$ cat src/rtl/lfsr_pkg.sv
`default_nettype none
// +-------------------------------------------------------------------------+
// | lfsr_pkg                                                                |
// | Shared defaults, FSM encoding and step function for the LFSR generator. |
// | Revision: 1.0                                                           |
// +-------------------------------------------------------------------------+
package lfsr_pkg;

  localparam logic [15:0] C_TAPS       = 16'hB400;
  localparam logic [15:0] C_RESET_SEED = 16'hACE1;

  typedef enum logic [1:0] {
    IDLE = 2'd0,
    RUN  = 2'd1,
    DONE = 2'd2
  } gen_state_t;

  // Right-shift Galois step; a nonzero input always yields a nonzero result.
  function automatic logic [15:0] lfsr_step(input logic [15:0] s,
                                            input logic [15:0] taps = C_TAPS);
    return (s >> 1) ^ (s[0] ? taps : 16'h0000);
  endfunction

endpackage
`default_nettype wire

$ cat src/rtl/lfsr16_core.sv
`default_nettype none
// +-------------------------------------------------------------------------+
// | lfsr16_core                                                             |
// | LFSR state register with parallel load and single-step enables.         |
// | Revision: 1.0                                                           |
// +-------------------------------------------------------------------------+
module lfsr16_core
  import lfsr_pkg::*;
#(
  parameter int               WIDTH      = 16,
  parameter logic [WIDTH-1:0] TAPS       = C_TAPS,
  parameter logic [WIDTH-1:0] RESET_SEED = C_RESET_SEED
) (
  input  logic             clk,
  input  logic             rst_n,
  input  logic             ld_en,
  input  logic [WIDTH-1:0] ld_val,
  input  logic             step_en,
  output logic [WIDTH-1:0] state
);

  logic [WIDTH-1:0] r_lfsr;

  // Load has priority; the controller never asserts both in one cycle.
  always_ff @(posedge clk or negedge rst_n) begin
    if (!rst_n) begin
      r_lfsr <= RESET_SEED;
    end else if (ld_en) begin
      r_lfsr <= ld_val;
    end else if (step_en) begin
      r_lfsr <= lfsr_step(r_lfsr, TAPS);
    end
  end

  assign state = r_lfsr;

endmodule
`default_nettype wire

$ cat src/rtl/lfsr16_gen.sv
`default_nettype none
// +-------------------------------------------------------------------------+
// | lfsr16_gen                                                              |
// | Seeded burst generator of pseudo-random words with valid/ready output.  |
// | Revision: 1.0                                                           |
// +-------------------------------------------------------------------------+
module lfsr16_gen
  import lfsr_pkg::*;
#(
  parameter int               WIDTH      = 16,
  parameter logic [WIDTH-1:0] TAPS       = C_TAPS,
  parameter logic [WIDTH-1:0] RESET_SEED = C_RESET_SEED
) (
  input  logic             clk,
  input  logic             rst_n,
  input  logic [WIDTH-1:0] seed,
  input  logic             seed_ld,
  input  logic             start,
  input  logic [7:0]       count,
  input  logic             out_ready,
  output logic [WIDTH-1:0] rnd,
  output logic             rnd_valid,
  output logic             busy,
  output logic             done,
  output logic             seed_err
);

  gen_state_t       r_state;
  gen_state_t       w_state_nxt;
  logic [7:0]       r_remaining;
  logic [7:0]       w_remaining_nxt;
  logic             r_seed_err;
  logic             w_seed_err_nxt;

  logic             w_ld_en;
  logic [WIDTH-1:0] w_ld_val;
  logic             w_step_en;
  logic             w_seed_ok;
  logic             w_seed_zero;
  logic [WIDTH-1:0] w_base;
  logic [WIDTH-1:0] w_lfsr;

  assign w_seed_ok   = seed_ld && (seed != '0);
  assign w_seed_zero = seed_ld && (seed == '0);
  // A same-cycle nonzero seed becomes the starting point of the burst.
  assign w_base      = w_seed_ok ? seed : w_lfsr;

  lfsr16_core #(
    .WIDTH      (WIDTH),
    .TAPS       (TAPS),
    .RESET_SEED (RESET_SEED)
  ) u_core (
    .clk     (clk),
    .rst_n   (rst_n),
    .ld_en   (w_ld_en),
    .ld_val  (w_ld_val),
    .step_en (w_step_en),
    .state   (w_lfsr)
  );

  always_ff @(posedge clk or negedge rst_n) begin
    if (!rst_n) begin
      r_state <= IDLE;
    end else begin
      r_state <= w_state_nxt;
    end
  end

  always_ff @(posedge clk or negedge rst_n) begin
    if (!rst_n) begin
      r_remaining <= 8'd0;
      r_seed_err  <= 1'b0;
    end else begin
      r_remaining <= w_remaining_nxt;
      r_seed_err  <= w_seed_err_nxt;
    end
  end

  always_comb begin
    w_state_nxt     = r_state;
    w_remaining_nxt = r_remaining;
    w_seed_err_nxt  = r_seed_err;
    w_ld_en         = 1'b0;
    w_ld_val        = seed;
    w_step_en       = 1'b0;

    case (r_state)
      IDLE: begin
        if (w_seed_ok) begin
          w_ld_en        = 1'b1;
          w_ld_val       = seed;
          w_seed_err_nxt = 1'b0;
        end else if (w_seed_zero) begin
          w_seed_err_nxt = 1'b1;
        end

        // A start paired with a rejected zero seed is dropped as well.
        if (start && !w_seed_zero) begin
          if (count == 8'd0) begin
            w_state_nxt = DONE;
          end else begin
            w_ld_en         = 1'b1;
            w_ld_val        = lfsr_step(w_base, TAPS);
            w_remaining_nxt = count;
            w_state_nxt     = RUN;
          end
        end
      end

      RUN: begin
        if (out_ready) begin
          w_remaining_nxt = r_remaining - 8'd1;
          if (r_remaining == 8'd1) begin
            w_state_nxt = DONE;
          end else begin
            w_step_en = 1'b1;
          end
        end
      end

      DONE: begin
        w_state_nxt = IDLE;
      end

      default: begin
        w_state_nxt = IDLE;
      end
    endcase
  end

  assign rnd       = w_lfsr;
  assign rnd_valid = (r_state == RUN);
  assign busy      = (r_state == RUN) || (r_state == DONE);
  assign done      = (r_state == DONE);
  assign seed_err  = r_seed_err;

endmodule
`default_nettype wire
$ cat config.mk
export PLATFORM = sky130hd
export DESIGN_NAME = lfsr16_gen
export DESIGN_NICKNAME = d
export VERILOG_FILES = /design/src/rtl/lfsr_pkg.sv /design/src/rtl/lfsr16_core.sv /design/src/rtl/lfsr16_gen.sv
export SDC_FILE = /design/constraint.sdc
export NUM_CORES = 1
export LEC_CHECK = 0
export ABC_AREA = 1
export CAP_MARGIN = 20
export CORE_MARGIN = 3
export CORE_UTILIZATION = 45
export CTS_BUF_LIST = sky130_fd_sc_hd__clkbuf_16
export DETAILED_ROUTE_END_ITERATION = 10
export DONT_BUFFER_PORTS = 1
export SETUP_SLACK_MARGIN = 0.15
export SLEW_MARGIN = 20
export SYNTH_ARGS = -nofsm -noshare
export SYNTH_HDL_FRONTEND = slang
export SYNTH_SLANG_ARGS = --single-unit
$ cat constraint.sdc
create_clock -name clk -period 2.2 [get_ports clk]
set_input_delay 0.22 -clock clk [delete_from_list [all_inputs] [get_ports clk]]
set_output_delay 0.22 -clock clk [all_outputs]
set_load 0.01 [all_outputs]
Word-level counts from Yosys, hierarchy flattened. Cells that the tools add are included.

Register bits after elaboration: 27. Logic and storage cells: 55. Input bits: 29. Output and inout port bits: 20.

Reductions and logical operators: 15. Equal/unequal tests: 7. Bitwise logic cells: 2. Add/subtract/negate cells: 1. Muxes and demuxes: 26.

Operators with widths (number): 2-to-1 mux 16 bit (8); bitwise XOR 15 x 16 -> 16 bit (2); 2-to-1 mux 8 bit (3); logical NOT 16 bit (1); case mux 8 bit (2 select lines) (1); nonzero test 16 bit (1); 2-to-1 mux 1 bit (9); equality test 8 x 1 -> 1 bit, second input constant (1); logical NOT 8 bit (1); 2-to-1 mux 2 bit (4); subtractor 8 x 1 -> 8 bit, second input constant (1); inequality test 2 bit, second input constant (3); nonzero test 2 bit (3); case mux 2 bit (2 select lines) (1); AND reduction 4 bit (1); logical AND 1 bit (3); AND reduction 3 bit (1); equality test 2 x 1 -> 1 bit, second input constant (1); equality test 2 bit, second input constant (1); logical NOT 2 bit (1); inequality test 2 x 1 -> 1 bit, second input constant (1); AND reduction 2 bit (1); logical NOT 1 bit (1); logical OR 1 bit (1).

Depth between registers and ports, before layout. Gate-level depths: netlist of the first run.

Word-level depth: 9. Depth in mapped cells: 13. Gate-level depth less buffers: 12.

Hierarchy. Synthesis of the first run repeated with hierarchy kept, for this count alone.

Cell total of the unflattened synthesis: 362. Area total of the unflattened synthesis: 2230.9 µm².

Modules (own cells, without submodules): lfsr16_gen (times used 1, area an instance 1446.4 µm², cells each 262, sequential area each 275.3 µm²); lfsr16_core (times used 1, area an instance 784.5 µm², cells each 100, sequential area each 410.4 µm²).

Worst setup path before layout of the first run. No wires, ideal clock.

Path type: register to register. Start: register r_state[1]. End: register r_remaining[5]. Cell stages (with the launch flop): 9. Path slack: 540 ps. Arrival time: 1533 ps. Buffers on the path: 1. Library setup time: 127 ps. Period minus slack after synthesis: 1660 ps. Required time: 2073 ps. Cells stage by stage: dfrtp_1 inv_1 ha_1 clkinv_1 a21oi_1 nand2_1 buf_4 nand2_1 o21ai_0.

Longest elaborated chain between the ends: 3. Elaborated cells between the ends (all ways): 8. Classes of those cells: 4 x eq/ne; 1 x mux; 3 x reduce/logical.

Ends and longest elaborated chain: from (decl) (line lfsr16_gen.sv:28) `gen_state_t r_state;`; from (signal assigned) (line lfsr16_gen.sv:65) `r_state <= w_state_nxt;`; equality test 2 x 1 -> 1 bit (*); named net rnd_valid (line lfsr16_gen.sv:22) `output logic rnd_valid,`; inequality test 2 bit (no line) / nonzero test 2 bit (equally long branches); AND reduction 4 bit (no line); to (signal assigned) (line lfsr16_gen.sv:74) `r_remaining <= w_remaining_nxt;`; to (decl) (line lfsr16_gen.sv:30) `logic [7:0] r_remaining;`.

Mark *: on every way through the listed nets, which the timed path passes. The rest lies on a longest branch. A chain may end at the register's enable or synchronous reset.

Worst setup path in the final report of the first run.
Start: register r_remaining[3]. End: register u_core.r_lfsr[9] (netlist: u_core.state[9]).

Longest elaborated chain between the ends: 5.

Ends and longest elaborated chain: equality test 8 x 1 -> 1 bit (line lfsr16_gen.sv:113) `if (r_remaining == 8'd1) begin`; 2-to-1 mux 1 bit (line lfsr16_gen.sv:113); 2-to-1 mux 1 bit (line lfsr16_gen.sv:111) `if (out_ready) begin`; 2-to-1 mux 1 bit (line lfsr16_gen.sv:87) `case (r_state)`; nonzero test 2 bit (no line); to (signal assigned) (line lfsr16_core.sv:29) `r_lfsr <= ld_val;`; to (signal assigned) (line lfsr16_core.sv:31) `r_lfsr <= lfsr_step(r_lfsr, TAPS);`; to (decl) (line lfsr16_core.sv:22) `logic [WIDTH-1:0] r_lfsr;`.

No other way between the ends.

==> flow_summary.json, run 1 <==
{
  "clkPwrFrac": 0.136,
  "stdcell_count": 407,
  "synth_top_cells_by_area": "nand2_1 24%, dfrtp_1 22%, nand3_1 9.9%",
  "synth_ff_type": "dfrtp_1",
  "fin_crit_ns": 1.81,
  "io_buffer_count": 0,
  "synth_edf_count": 0,
  "cts_tree": "built",
  "crit_type": "reg2reg",
  "netSwitchingFraction": 0.489,
  "numClockSinks": 27,
  "p_int_mw": 1.62,
  "synthesis.area_sq_um": 2180,
  "synthToLayoutAreaGrowth_pct": 6.54,
  "fmax_mhz": 553,
  "initial_core_util": 0.484,
  "synthDistinctLibCells": 27,
  "fin_hold_ws_ns": 0.125,
  "viasPerCell": 5.21,
  "max-slew-margin-rel": 0.538,
  "antenna_found_initial": 0,
  "synth_seq_area_share": 0.315,
  "synth_common_cells": "139 x nand2_1, 43 x nand3_1, 43 x nor2_1, 34 x inv_1, 20 x o21ai_0",
  "vias": 2122,
  "yosys.area_share.simple": 0.452,
  "overflow": 0,
  "seq_power_share": 0.353,
  "root_buffer": "clkbuf_16",
  "ant_nets": 0,
  "synth_top_area_share": 0.239,
  "synth_xor_area_frac": 0.00402,
  "synthCells": 355,
  "coreArea_sq_um": 4500,
  "die_y_microns": 75.6,
  "placed_cell_area_sq_um": 2210,
  "worst_ep_arrival_time_ns": 2.02,
  "p_leak_nw": 1.24,
  "hp-class": "in2reg",
  "synth_fa_ha_area_frac": 0.0287,
  "final.setup.tns_ns": 0,
  "netSwitchingPower_mw": 1.55,
  "cts_buffer_depth": 2,
  "fp.dieW_microns": 75.6,
  "rows": 24,
  "pre_cts_ws_ns": 0.118,
  "syn_nets": 389,
  "status": "finished, final reports clean",
  "grt_pass1_vias": 1971,
  "rsz0062_at_grt": "false",
  "place_inst": 401,
  "cp-start-kind": "flip-flop",
  "cp.required_ns": 2.41,
  "synth_top_family_by_area": "simple AND/OR/NAND/NOR gates",
  "dr.pass1.iters": 4,
  "final_hold_viol_count": 0,
  "grt_max_degree": 28,
  "ir_drop_mv": 0.515,
  "place_congestion": 0.812,
  "async_reset_ff_frac": 1.00,
  "synth.most_common_cell": "nand2_1",
  "combPwrFrac": 0.511,
  "antennaDiodeCount": 0,
  "power_mw": 3.16,
  "final_area_sq_um": 2320,
  "clock_latency_ns": 0.27,
  "timing.final.ws_setup_ns": 0.391,
  "synth-compound-area-share": 0.0930,
  "dr.first_iter.drc_count": 118,
  "maxSlewViolCount": 0,
  "routed_wl_microns": 5700,
  "fin_nets": 390,
  "final_util": 0.516,
  "clock_skew_ns": 0.00303,
  "regArea_sq_um": 686,
  "yosys.area.top_type": "nand2_1",
  "critPathCaptureType": "flip-flop",
  "avgRoutedWirePerCell_microns": 14.0,
  "clk_pin_slew_ns": 0.07,
  "drive_gt1_frac": 0.0873,
  "ys_warn_count": 0,
  "dp_hpwl_microns": 4000,
  "h-tree-depth": 1,
  "synth_mux_area_frac": 0.00459,
  "post-route-drc-count": 0,
  "worstMarginPinSlew_ns": 0.692,
  "numCtsBuffers": 3,
  "grt_pass1_wl_microns": 9000,
  "path_max_fanout": 19,
  "synth-seq-cells": 27,
  "period_share": 0.822,
  "design.die.area_sq_um": 5710,
  "grt_usage": 0.205,
  "fillCellCount": 470,
  "multiInputGateArea_sq_um": 1270,
  "final-setup-viol-count": 0,
  "powerDensity_nw_per_um2": 1360,
  "ios": 49,
  "avgSynthCellArea_sq_um": 6.14,
  "drv_cap": 0
}
-- power by group through the flow --
stage	combinational (mW)	sequential, mW	clock [mW]
final	1.62	1.11	0.431
after global routing	1.89	1.15	0.462
after CTS	1.63	1.12	0.441
after detailed placement	1.60	1.12	0
after global placement	1.59	1.12	0
after floorplan	1.35	1.04	0
-- repair_timing --
action | CTS | global route
hold buffers | 2 | 0
setup endpoints to repair | 8 | 7
gates resized for setup | 1 | 1
hold endpoints to repair | 27 | 0
pin swaps | 0 | 0
cloned | 0 | 0
buffers inserted | 0 | 0
-- routing by layer --
metal / vias to the layer above / wire (microns) / track usage
li1: 1109 / - / -
met2: 52 / 2460 / 0.321
met3: 7 / 358 / 0.0396
met1: 954 / 2800 / 0.288
met5: - / 0 / 0
met4: 0 / 80 / 0.0602
-- sequential cells by signal (all words and copies together) (netlist names) --
signal,cells
u_core.state,16
seed_err,1
r_remaining,8
r_state,2
-- area by class of cell --
type                            count  share of cell area
Clock inverter                      1             0.00216
Inverter                           38              0.0620
Sequential cell                    27               0.295
Multi-Input combinational cell    278               0.548
Tap cell                           52              0.0280
Clock buffer                        3              0.0323
Timing Repair Buffer                8              0.0323
-- worst max-delay path: stages, from the launching register on --
cell and delay, ns:
dfrtp_1 0.43, nor2_1 0.16, nand3_1 0.12, o21ai_0 0.22, inv_1 0.06, nand2_1 0.12, nand3_4 0.24, clkinv_2 0.24
nand2_1 0.08, nand2_1 0.08
-- final timing paths --
| kind | cells past startpoint | endpoint | from | slack, ns |
|---|---|---|---|---|
| worst max-delay path | 9 | u_core.state[9] | r_remaining[3] | 0.39 |
| worst min-delay path | 2 | seed_err | seed_ld | 0.13 |
| worst max register to register | 9 | u_core.state[9] | r_remaining[3] | 0.39 |
| worst min register to register | 2 | r_remaining[1] | r_remaining[1] | 0.49 |
| max in group asynchronous | 2 | u_core.state[0] | rst_n | 1.57 |
| min in group asynchronous | 2 | r_remaining[5] | rst_n | 0.40 |
-- kinds of logic (layout without fill, tap and decap cells) --
group | Yosys count | in the layout
compound gates | 37 | 37
xor+xnor | 1 | 1
fa+ha+maj | 5 | 5
buf+inv | 50 | 50
flops | 27 | 27
mux | 1 | 1
simple gates | 234 | 234
-- cells in the final DEF, fill, tap and decap left out --
cell	instances
buf_12	1
nor3_1	1
xor2_1	1
inv_1	34
dfstp_2	8
clkinv_1	1
clkinv_2	2
nand3_1	43
mux2i_1	1
o22ai_1	1
nand3_4	1
buf_4	6
clkbuf_16	3
dfrtp_1	19
inv_2	2
nand2_4	4
nand3b_1	1
nor2_2	3
dlygate4sd3_1	1
o21ai_1	4
o31ai_1	1
o21ai_4	1
nand2_1	139
a21oi_1	9
o21ai_0	20
ha_1	5
o211ai_1	1
nor2_1	42
No activity file was read; power rests on OpenSTA's default activity.
==> run 2: changes to the inputs <==
- clock period: 2.2 -> 1.7 ns (I/O delays scaled with it)
==> run 2 against run 1 <==
Against the previous run: largest power group unchanged; sequential cell count unchanged; first-iteration DRC count rose by 15%; largest cell class unchanged; routed wire length rose by 6.4%; cell count is 3.7% higher; combinational power rose by 69%; clock skew hardly changed; clock power up 29%; critical endpoint is now u_core.state[8]; via count increased by 3.4%.
==> flow_summary.json, run 2 (same netlist as run 1, synthesis figures left out) <==
{
  "h-tree-depth": 1,
  "viasPerCell": 5.20,
  "coreArea_sq_um": 4500,
  "fp.dieW_microns": 75.6,
  "netSwitchingFraction": 0.477,
  "rows": 24,
  "hp-class": "in2reg",
  "dr.first_iter.drc_count": 136,
  "initial_core_util": 0.484,
  "vias": 2195,
  "critPathCaptureType": "flip-flop",
  "worstMarginPinSlew_ns": 0.391,
  "seq_power_share": 0.304,
  "p_leak_nw": 1.34,
  "grt_usage": 0.224,
  "grt_max_degree": 28,
  "rsz0062_at_grt": "true",
  "clock_latency_ns": 0.27,
  "dp_hpwl_microns": 4350,
  "cts_tree": "built",
  "timing.final.ws_setup_ns": 0.146,
  "crit_type": "reg2reg",
  "clk_pin_slew_ns": 0.07,
  "cts_buffer_depth": 2,
  "antennaDiodeCount": 0,
  "period_share": 0.914,
  "routed_wl_microns": 6060,
  "path_max_fanout": 7,
  "grt_pass1_vias": 2055,
  "final-setup-viol-count": 0,
  "overflow": 0,
  "max-slew-margin-rel": 0.739,
  "netSwitchingPower_mw": 2.26,
  "ios": 49,
  "cp-start-kind": "flip-flop",
  "numClockSinks": 27,
  "largest_reg_flops": 16,
  "fin_crit_ns": 1.55,
  "fin_nets": 405,
  "combPwrFrac": 0.579,
  "design.die.area_sq_um": 5710,
  "final_common_cell": "nand2_1",
  "p_int_mw": 2.48,
  "drv_cap": 0,
  "final_hold_viol_count": 0,
  "clkPwrFrac": 0.117,
  "cp.required_ns": 1.85,
  "worst_ep_arrival_time_ns": 1.71,
  "avgRoutedWirePerCell_microns": 14.4,
  "grt_pass1_wl_microns": 9870,
  "fmax_mhz": 643,
  "antenna_found_initial": 0,
  "place_inst": 410,
  "place_congestion": 0.874,
  "dr.pass1.iters": 4,
  "stdcell_count": 422,
  "die_y_microns": 75.6,
  "post-route-drc-count": 0,
  "powerDensity_nw_per_um2": 1830,
  "numCtsBuffers": 3,
  "root_buffer": "clkbuf_16",
  "ant_nets": 0,
  "synthToLayoutAreaGrowth_pct": 18.7,
  "ir_drop_mv": 0.819,
  "pre_cts_ws_ns": -0.0609,
  "layout_common_cells": "129 x nand2_1, 42 x nand3_1, 37 x nor2_1, 28 x inv_1, 18 x dfrtp_1",
  "maxSlewViolCount": 0,
  "status": "finished, final reports clean",
  "clock_skew_ns": 0.00290,
  "io_buffer_count": 0,
  "drive_gt1_frac": 0.205
}
-- run 2: cell types whose count changed in the layout (fill, tap and decap cells not counted), sizes merged --
cell,delta
clkinv,-2
inv,+2
clkbuf,+1
buf,+14
-- run 2: power by group through the flow --
| stage | Clock (mW) | Combinational (mW) | Sequential [mW] |
|---|---|---|---|
| 2_1_floorplan | 0 | 1.77 | 1.35 |
| 3_3_place_gp | 0 | 2.28 | 1.43 |
| 3_5_place_dp | 0 | 2.30 | 1.43 |
| 4_1_cts | 0.579 | 2.42 | 1.42 |
| 5_1_grt | 0.601 | 3.13 | 1.50 |
| 6_report | 0.554 | 2.74 | 1.44 |
-- run 2: final cells by class --
type	count	area (sq um)
Clock inverter	1	5.00
Clock buffer	3	75.1
Inverter	38	148
Tap cell	52	65.1
Fill cell	475	1920
Multi-Input combinational cell	278	1370
Sequential cell	27	687
Timing Repair Buffer	23	238
-- run 2: what timing repair did --
| action | CTS | global route |
|---|---|---|
| resized for setup | 9 | 31 |
| setup endpoints to repair | 18 | 26 |
| hold buffers | 2 | 0 |
| pin swaps | 2 | 10 |
| endpoints found under the hold margin | 27 | 0 |
| gates cloned | 0 | 1 |
| buffers inserted | 2 | 3 |
-- run 2: path summary, 6_finish.rpt --
| check | startpoint | to | slack [ns] | cells past startpoint |
|---|---|---|---|---|
| setup / recovery | r_remaining[1] | u_core.state[8] | 0.15 | 10 |
| min in group asynchronous | rst_n | r_state[0] | 0.35 | 2 |
| setup reg to reg | r_remaining[1] | u_core.state[8] | 0.15 | 10 |
| hold / removal | seed_ld | seed_err | 0.09 | 2 |
| max in group asynchronous | rst_n | u_core.state[0] | 1.12 | 2 |
| hold reg to reg | u_core.state[0] | u_core.state[0] | 0.49 | 2 |
-- run 2: metrics by stage --
step                utilization  total power [mW]  area [sq um]  hold slack, ns  setup TNS [ns]
finish                    0.574              4.74          2590          0.0860               0
global route              0.574              5.23          2590           0.113               0
CTS                       0.546              4.42          2460          0.0793               0
detailed placement        0.513              3.73          2310          -0.124          -0.502
global placement          0.513              3.71          2310          -0.125         -0.0115
floorplan                     -              3.12          2190          -0.126               0
-- run 2: critical path, cell delays in order, from the launching register on --
cell and delay (ns):
dfrtp_1 0.39, inv_2 0.09, ha_4 0.13, nand3_2 0.07
o21ai_2 0.16, inv_1 0.07, nand2_2 0.09, nand3_4 0.15
buf_8 0.19, nand2_2 0.05, o21ai_1 0.06
-- run 2: per-layer routing --
metal,vias up,GRT usage,share of wire
met1,980,0.327,0.47
met3,7,0.0369,0.066
met5,-,0,0
met2,65,0.347,0.45
li1,1143,-,-
met4,0,0.0485,0.010
==> run 3: changes to the inputs <==
- SLEW_MARGIN: 20 -> 25
- clock period: 1.7 -> 1.3 ns (I/O delays scaled with it)
==> run 3 against run 2 <==
Against the previous run: the flow now finishes with violations (negative setup slack); final area increased by 16%; sequential cell count unchanged; cell count increased by 8.1%; clock skew increased by 0.00059 ns; critical path depth unchanged; via count increased by 9.3%; routed wire length increased by 9.6%; utilization increased by 9.4 points; total power increased by 57%.
==> flow_summary.json, run 3 (same netlist as run 1, synthesis figures left out) <==
{
  "fin_nets": 439,
  "ant_nets": 0,
  "dr.pass1.iters": 5,
  "pre_cts_ws_ns": -0.263,
  "avgRoutedWirePerCell_microns": 14.6,
  "clkPwrFrac": 0.099,
  "seq_power_share": 0.251,
  "ir_drop_mv": 1.28,
  "place_congestion": 0.882,
  "cp.depth": 10,
  "clock_latency_ns": 0.27,
  "routed_wl_microns": 6650,
  "vias": 2400,
  "r2r_setup_slack_ns": -0.23,
  "crit_type": "reg2reg",
  "clock_skew_ns": 0.00349,
  "worstMarginPinSlew_ns": 0.515,
  "ff2ff_path_depth": 10,
  "stdcell_count": 456,
  "final_common_cell": "nand2_1",
  "numClockSinks": 27,
  "grt_pass1_wl_microns": 10900,
  "hp-class": "in2reg",
  "max-slew-margin-rel": 0.654,
  "overflow": 0,
  "synthToLayoutAreaGrowth_pct": 38.0,
  "crit_buf_inv": 3,
  "root_buffer": "clkbuf_16",
  "combPwrFrac": 0.649,
  "worst_ep_arrival_time_ns": 1.69,
  "p_int_mw": 4.08,
  "setup.worst_path.start": "r_state[0]",
  "initial_core_util": 0.484,
  "cp.required_ns": 1.46,
  "endpoint": "u_core.state[14]",
  "dr.first_iter.drc_count": 95,
  "grt_usage": 0.247,
  "powerDensity_nw_per_um2": 2470,
  "maxSlewViolCount": 0,
  "layout_common_cells": "132 x nand2_1, 39 x nand3_1, 37 x buf_4, 34 x nor2_1, 29 x inv_1",
  "hp-start": "seed_ld",
  "grt_max_degree": 28,
  "period_share": 1.17,
  "antennaDiodeCount": 0,
  "path_max_fanout": 7,
  "io_buffer_count": 0,
  "netSwitchingPower_mw": 3.36,
  "viasPerCell": 5.26,
  "rr_startpoint": "r_state[0]",
  "post-route-drc-count": 0,
  "die_y_microns": 75.6,
  "crit_chain": "inv_2 > ha_4 > o21ai_4 > inv_2 > nand2_4 > nand3_4 > buf_6 > nand2_2 > nor2_1 > nor2_1",
  "cts_tree": "built",
  "fmax_mhz": 656,
  "rsz0062_at_grt": "true",
  "final-setup-viol-count": 26,
  "final.setup.tns_ns": -4.32,
  "final_hold_viol_count": 0,
  "netSwitchingFraction": 0.452,
  "rows": 24,
  "timing.final.ws_setup_ns": -0.225,
  "power_mw": 7.44,
  "clk_pin_slew_ns": 0.07,
  "drive_gt1_frac": 0.287,
  "antenna_found_initial": 0,
  "dp_hpwl_microns": 4630,
  "fillCellCount": 394,
  "place_inst": 435,
  "cpPeakStageDelay_ns": 0.41,
  "violations": "negative setup slack",
  "drv_cap": 0,
  "p_leak_nw": 1.54,
  "ios": 49,
  "critPathCaptureType": "flip-flop",
  "fp.dieW_microns": 75.6,
  "grt_pass1_vias": 2317,
  "coreArea_sq_um": 4500,
  "numCtsBuffers": 3,
  "r2r-end": "u_core.state[14]",
  "fin_crit_ns": 1.53,
  "cp_slowest_cell": "dfrtp_1",
  "design.die.area_sq_um": 5710,
  "cp-start-kind": "flip-flop",
  "cts_buffer_depth": 2,
  "crit_family": "flip-flops",
  "largest_reg_flops": 16,
  "status": "complete, but fails checks",
  "h-tree-depth": 1
}
## run 3: cell types whose count changed in the layout (fill, tap and decap cells not counted), moves of 3 or more
cell     delta
buf_12      +3
buf_4      +20
nand3_2     +3
nand2_1     +3
o21ai_0     -3
nor2_1      -3
nand3_1     -3
nand2_2     -3
buf_6       +9
## run 3: cell type report
type | instances | area, sq um | share of cell area
clock inverters | 1 | 5.00 | 0.00166
clock buffers | 3 | 75.1 | 0.0250
repair buffers | 56 | 562 | 0.187
flip-flops and latches | 27 | 686 | 0.228
well taps | 52 | 65.1 | 0.0216
inverters | 38 | 153 | 0.0507
multi-input cells | 279 | 1460 | 0.486
## run 3: worst min-delay path by stage
stage	to	depth (start not counted)
2_1_floorplan	r_remaining[0]	0
3_3_place_gp	r_state[1]	0
3_5_place_dp	r_state[1]	0
4_1_cts	seed_err	2
5_1_grt	seed_err	2
6_report	seed_err	2
## run 3: stage by stage
stage | instance area [sq um] | hold slack (ns) | utilization
after global placement | 2570 | -0.165 | 0.571
after global routing | 3010 | 0.0541 | 0.668
after floorplan | 2230 | -0.166 | -
final | 3010 | 0.0488 | 0.668
after detailed placement | 2570 | -0.165 | 0.571
after CTS | 2940 | 0.0294 | 0.653
## run 3: timing repair
action                                  in CTS  in global routing
pin swaps                                   16                  5
hold endpoints to repair                    27                  0
resized for setup                           42                  9
cloned                                       2                  1
setup buffers                                8                  4
endpoints found under the setup margin      30                 30
hold buffers                                 2                  0
## run 3: power by group through the flow
stage               Combinational, mW  Sequential [mW]  Clock, mW
CTS                              4.58             1.87      0.753
detailed placement               3.72             1.87          0
floorplan                        2.48             1.78          0
global route                     5.32             1.93      0.788
global placement                 3.71             1.87          0
finish                           4.83             1.87      0.740
## run 3: routing by layer
layer / share of wire / wire length, microns / GRT usage / vias to the layer above
met5: 0 / 0 / 0 / -
met4: 0.0084 / 56 / 0.0466 / 0
met3: 0.064 / 424 / 0.0528 / 7
met2: 0.47 / 3110 / 0.401 / 61
met1: 0.46 / 3060 / 0.340 / 1115
li1: - / - / - / 1217
